--- src/rtl/router_pkg.sv ---
// Shared constants for the router register slice: data width,
// header field layout and the reserved destination address.
package router_pkg;

    localparam int DATA_W   = 8;
    localparam int ADDR_LSB = 0;
    localparam int ADDR_W   = 2;
    localparam int LEN_LSB  = 2;
    localparam int LEN_W    = 6;

    localparam logic [ADDR_W-1:0] ADDR_INVALID = 2'b11;

endpackage

--- src/rtl/router_reg_parity.sv ---
// Running XOR parity over header+payload and compare against the
// received parity byte; err updates once per packet.
module router_reg_parity #(
    parameter int DATA_W = router_pkg::DATA_W
) (
    input  logic              clk,
    input  logic              resetn,
    input  logic              detect_add,
    input  logic              lfd_state,
    input  logic              ld_state,
    input  logic              packet_valid,
    input  logic              full_state,
    input  logic [DATA_W-1:0] header,
    input  logic [DATA_W-1:0] datain,
    input  logic              parity_done,
    output logic              err
);

    logic [DATA_W-1:0] int_par;
    logic [DATA_W-1:0] pkt_par;
    logic              done_d;

    always_ff @(posedge clk) begin
        if (resetn) begin
            int_par <= '0;
        end else if (detect_add) begin
            int_par <= '0;
        end else if (lfd_state) begin
            int_par <= int_par ^ header;
        end else if (ld_state && packet_valid && !full_state) begin
            int_par <= int_par ^ datain;
        end
    end

    always_ff @(posedge clk) begin
        if (resetn) begin
            pkt_par <= '0;
        end else if (ld_state && !packet_valid) begin
            pkt_par <= datain;
        end
    end

    // compare only on the first cycle parity_done is seen high
    always_ff @(posedge clk) begin
        if (resetn) begin
            done_d <= 1'b0;
            err    <= 1'b0;
        end else begin
            done_d <= parity_done;
            if (detect_add) begin
                err <= 1'b0;
            end else if (parity_done && !done_d) begin
                err <= (int_par != pkt_par);
            end
        end
    end

endmodule

--- src/rtl/router_reg.sv ---
// Router datapath register: header capture, output byte staging and
// packet-end flags. Parity checking is built with ROUTER_REG_PARITY_CHECK_EN.
module router_reg #(
    parameter int DATA_W = router_pkg::DATA_W
) (
    input  logic              clk,
    input  logic              resetn,
    input  logic              packet_valid,
    input  logic              fifo_full,
    input  logic              detect_add,
    input  logic              lfd_state,
    input  logic              ld_state,
    input  logic              laf_state,
    input  logic              full_state,
    input  logic              rst_int_reg,
    input  logic [DATA_W-1:0] datain,
    output logic [DATA_W-1:0] dout,
    output logic              err,
    output logic              parity_done,
    output logic              low_packet_valid
);

    import router_pkg::*;

    logic [DATA_W-1:0] header;
    logic [DATA_W-1:0] fsb;
    logic              hdr_ok;

    assign hdr_ok = datain[ADDR_LSB +: ADDR_W] != ADDR_INVALID;

    always_ff @(posedge clk) begin
        if (resetn) begin
            header <= '0;
        end else if (detect_add && packet_valid && hdr_ok && !full_state) begin
            header <= datain;
        end
    end

    always_ff @(posedge clk) begin
        if (resetn) begin
            dout <= '0;
            fsb  <= '0;
        end else if (lfd_state) begin
            dout <= header;
        end else if (ld_state && !fifo_full) begin
            dout <= datain;
        end else if (ld_state) begin
            fsb <= datain;
        end else if (laf_state) begin
            dout <= fsb;
        end
    end

    always_ff @(posedge clk) begin
        if (resetn) begin
            parity_done <= 1'b0;
        end else if (detect_add) begin
            parity_done <= 1'b0;
        end else if ((ld_state && !fifo_full && !packet_valid) ||
                     (laf_state && low_packet_valid && !parity_done)) begin
            parity_done <= 1'b1;
        end
    end

    always_ff @(posedge clk) begin
        if (resetn) begin
            low_packet_valid <= 1'b0;
        end else if (rst_int_reg) begin
            low_packet_valid <= 1'b0;
        end else if (ld_state && !packet_valid) begin
            low_packet_valid <= 1'b1;
        end
    end

`ifdef ROUTER_REG_PARITY_CHECK_EN
    router_reg_parity #(
        .DATA_W(DATA_W)
    ) u_parity (
        .clk         (clk),
        .resetn      (resetn),
        .detect_add  (detect_add),
        .lfd_state   (lfd_state),
        .ld_state    (ld_state),
        .packet_valid(packet_valid),
        .full_state  (full_state),
        .header      (header),
        .datain      (datain),
        .parity_done (parity_done),
        .err         (err)
    );
`else
    assign err = 1'b0;
`endif

endmodule

--- config.mk ---
export PLATFORM = sky130hd
export DESIGN_NAME = router_reg
export DESIGN_NICKNAME = d
export VERILOG_FILES = /design/src/rtl/router_pkg.sv /design/src/rtl/router_reg_parity.sv /design/src/rtl/router_reg.sv
export SDC_FILE = /design/constraint.sdc
export NUM_CORES = 1
export LEC_CHECK = 0
export ABC_AREA = 0
export BUFFER_PORTS_ARGS = -buffer_cell sky130_fd_sc_hd__buf_4
export CAP_MARGIN = 15
export CELL_PAD_IN_SITES_DETAIL_PLACEMENT = 0
export CELL_PAD_IN_SITES_GLOBAL_PLACEMENT = 2
export CORE_MARGIN = 2
export CORE_UTILIZATION = 34
export CTS_BUF_LIST = sky130_fd_sc_hd__clkbuf_4 sky130_fd_sc_hd__clkbuf_8
export CTS_CLUSTER_SIZE = 25
export DETAILED_ROUTE_END_ITERATION = 7
export GPL_ROUTABILITY_DRIVEN = 0
export PLACE_DENSITY = 0.81
export SETUP_SLACK_MARGIN = 0.3
export SYNTH_ARGS = -nofsm -noshare
export SYNTH_HDL_FRONTEND = slang
export SYNTH_SLANG_ARGS = --single-unit
--- constraint.sdc ---
create_clock -name clk -period 1.35 [get_ports clk]
set_input_delay 0.3375 -clock clk [delete_from_list [all_inputs] [get_ports clk]]
set_output_delay 0.3375 -clock clk [all_outputs]
set_load 0.005 [all_outputs]
[Yosys cells after proc, flatten, opt, wreduce, memory -nomap -nowiden]
Index checks and enable logic that the tools add are counted.
Cells by class
  eq/ne operators: 2
  muxes and demuxes: 4
  bitwise operators: 2
  reduce and logical (&&, ||, !) cells: 18
Operators with widths (number)
  $mux 8: 4
  $logic_and 1x1->1: 8
  $logic_not 1->1: 4
  $reduce_or 2->1: 2
  $ne 3x2->1 const B: 1
  $reduce_and 3->1: 1
  $reduce_bool 3->1: 1
  $ne 2x2->1 const B: 1
  $not 1->1: 2
  $reduce_and 2->1: 1
  $logic_or 1x1->1: 1
Storage, ports and cells
  bits in registers: 26
  input port bits: 18
  output and inout port bits: 11
  logic and storage cells: 31

[Longest topological paths before layout]
  depth after elaboration: 4
  mapped depth: 6
  gate-level depth less buffers: 3

[Least setup slack after synthesis]
Ideal clock, no wire load.
  kind: input port to flip-flop
  start point: input lfd_state
  end point: register fsb[0]
  setup time: 117 ps
  arrival time: 1094 ps
  required time: 1233 ps
  setup slack: 139 ps
  stages on the path: 6
  path buffers: 3
  cells stage by stage: buf_4 > buf_6 > nand3b_1 > buf_6 > mux2i_1 > nor2_1
Between the ends
  word-level cells in the longest chain between the ends: 2
RTL lines
  start: declaration: line router_reg.sv:11  | input logic lfd_state,
  $not 1->1 (no line)
  $reduce_and 3->1 (no line)
  end signal: assignment: line router_reg.sv:48  | fsb <= datain;
  end: declaration: line router_reg.sv:26  | logic [DATA_W-1:0] fsb;
Every way passes these cells.
A chain may end at the register's enable or synchronous reset.

[Worst setup path after layout]
  start point: register low_packet_valid
  end point: output low_packet_valid
RTL lines
  start: declaration: line router_reg.sv:20  | output logic low_packet_valid
  start signal: assignment: line router_reg.sv:67  | low_packet_valid <= 1'b0;
  start signal: assignment: line router_reg.sv:69  | low_packet_valid <= 1'b0;
  start signal: assignment: line router_reg.sv:71  | low_packet_valid <= 1'b1;
No word-level cell between the ends.

==> results_dict.tcl <==
set metrics [dict create \
    status "finished clean" \
    multi_input_area_sq_um 649 \
    grt_pass1_vias 857 \
    seq_area_frac_synth_pct 42.3 \
    synth_common_cells "dfxtp_1 (26), mux2i_1 (16), nand2b_1 (16)" \
    vias_per_cell 4.74 \
    syn-num-nets 138 \
    portBuffers 27 \
    die_y_um 64.1 \
    cts_buffer_depth 2 \
    floorplan.initialDensity_pct 36.0 \
    nets 171 \
    dpl_cell_area_sq_um 1500 \
    crit_required_ns 1.01 \
    yosys.area.top_type "dfxtp_1" \
    critPathCaptureType "primary output" \
    synthFlopType "dfxtp_1" \
    grt_pass1_wl_mm 4.34 \
    routedWlPerCell_um 13.5 \
    maxUsedRoutingLayer "met4" \
    crit_family "flip-flops" \
    hold_viol_final 0 \
    drt_iter0_drc 65 \
    worstPathArrival_ns 0.79 \
    cp-start-kind "register" \
    antenna_left 0 \
    dr.pass1.iters 4 \
    period_needed_ns 1.12 \
    crit_type "reg -> out" \
    netlist.area_leader.share_pct 42.3 \
    worst_clock_skew_ns 0.00806 \
    fin_area_sq_um 1640 \
    crit_buf_inv 1 \
    hold_class "in -> reg" \
    synth_area_leaders "dfxtp_1 (42%), mux2i_1 (13%), nand2b_1 (8.1%), nand4bb_1 (7.3%), a221o_1 (6.5%)" \
    synth_seq_cells 26 \
    cp_slowest_cell "dfxtp_2" \
    synth_cell_types 22 \
    ys_async_sr_fraction_pct 0 \
    synth_edf_count 0 \
    drive_above_1_share_pct 37.5 \
    setup-violations-final 0 \
    clock-sinks 26 \
    syn_avg_cell_area_sq_um 10.2 \
    clkTransAtPathRegs_ns 0.15 \
    irDropWorstVdd_v 0.00103 \
    fin_crit_sh_pct 83.3 \
    htreeDepth 1 \
    routed_wl_mm 2.67 \
    die_w_um 64.1 \
    fill_cells 330 \
    die_area_sq_um 4110 \
    cts_tree "done" \
    p_per_area_nw_per_um2 961 \
    top_level_ports 29 \
    fin_tns_setup_ns 0 \
    globalRouteTotalUtil_pct 13.6 \
    final-seq-area_sq_um 533 \
    synthCells 120 \
    n_antenna_cell 0 \
    maxSlewViolCount 0 \
    worstPathMaxFanout 2 \
    maxCapViolCount 0 \
    yosysWarnings 0 \
    max_freq_mhz 889 \
    clock_latency_ns 0.32 \
    cts_root_buf "clkbuf_4" \
    drc 0 \
    dr_total_vias 939 \
    core_sq_um 3420 \
    slowest_delay_ns 0.36 \
    antenna_found_initial 0 \
    wl_met3_um 85 \
    dp_hpwl_mm 2.04 \
    cts_buffers 3 \
    area_delta_synth_final_pct 33.1 \
    met1_length_mm 1.42 \
    rsz0062_at_grt "true" \
    wl_met2_mm 1.14 \
    synth.most_common_cell "dfxtp_1" \
    grt-ovfl-total 0 \
    netlist_area_sq_um 1230 \
    path_cells "buf_6" \
    rows 21 \
    p_leak_nw 0.675 \
    grt_start_max_net_pins 25 \
]
per-layer routing:
layer,track usage [%],vias to the layer above
met2,18.6,18
met1,20.7,425
met3,3.70,2
met4,3.99,0
li1,-,494
met5,0,-
sequential cells by signal, summed over array words and instances (netlist names):
name              cells
dout                  8
fsb                   8
header                8
low_packet_valid      1
parity_done           1
final timing paths:
| path | slack, ns | from | cells past startpoint | endpoint |
|---|---|---|---|---|
| max | 0.23 | low_packet_valid$_SDFFE_PP0P_ | 1 | low_packet_valid |
| min | 0.14 | rst_int_reg | 2 | low_packet_valid$_SDFFE_PP0P_ |
| max reg2reg | 0.39 | low_packet_valid$_SDFFE_PP0P_ | 3 | parity_done$_SDFFE_PP0P_ |
| min reg2reg | 0.49 | header[5]$_SDFFE_PP0P_ | 2 | header[5]$_SDFFE_PP0P_ |
metrics by stage:
stage,setup slack [ns],std cells,utilization (%),total power [W],hold WS [ns]
6_report,0.225,198,47.9,0.00157,0.138
5_1_grt,0.163,198,47.9,0.00166,0.104
4_1_cts,0.212,197,47.7,0.00159,0.127
2_1_floorplan,0.173,120,-,0.000946,0.414
3_5_place_dp,-0.00689,189,43.8,0.00104,0.460
3_3_place_gp,0.0203,189,43.8,0.00103,0.460
layout by cell type, fill, tap and decap left out, drive strengths merged:
cell      n
nor2      8
nor4      1
conb      1
nand2b   16
a21oi     9
bufinv    1
a211oi    1
nor3      2
inv       1
clkbuf    3
buf      37
mux2i    16
dfxtp    26
nor3b     1
a221o     8
nand2     9
a221oi    1
nor2b     2
nand4bb   8
nand3b    1
power breakdown:
group,internal [W],switching [W],leakage [nW],total [W]
clock network,0.000300,0.000236,0.0279,0.000536
logic,0.000126,0.0000996,0.431,0.000225
registers,0.000795,0.0000155,0.216,0.000811
total,0.00122,0.000351,0.675,0.00157
cell families (layout without fill, tap and decap cells):
| family | after synthesis | count (layout) | share of synthesized area (%) |
|---|---|---|---|
| DFF | 26 | 26 | 42.3 |
| muxes | 16 | 16 | 13.0 |
| AOI/OAI and AO/OA | 19 | 19 | 12.5 |
| and+or+nand+nor | 48 | 48 | 26.6 |
| other | 1 | 1 | 0.305 |
| buffers and inverters | 10 | 42 | 5.29 |
final cells by class:
class / instances / area share [%]
clock buffer: 3 / 1.38
clock inverter: 1 / 1.83
inverter: 1 / 0.229
multi-input combinational: 84 / 39.7
sequential: 26 / 32.6
tap: 46 / 3.52
timing repair buffer: 37 / 20.8
timing repair:
| action | 4_1_cts | 5_1_grt |
|---|---|---|
| resized for setup | 20 | 0 |
| buffers inserted | 4 | 1 |
| setup endpoints to repair | 10 | 13 |
| hold endpoints to repair | 0 | 0 |
| hold buffers | 0 | 0 |
| pin swaps | 0 | 1 |
(Power assumes the default switching activity.)
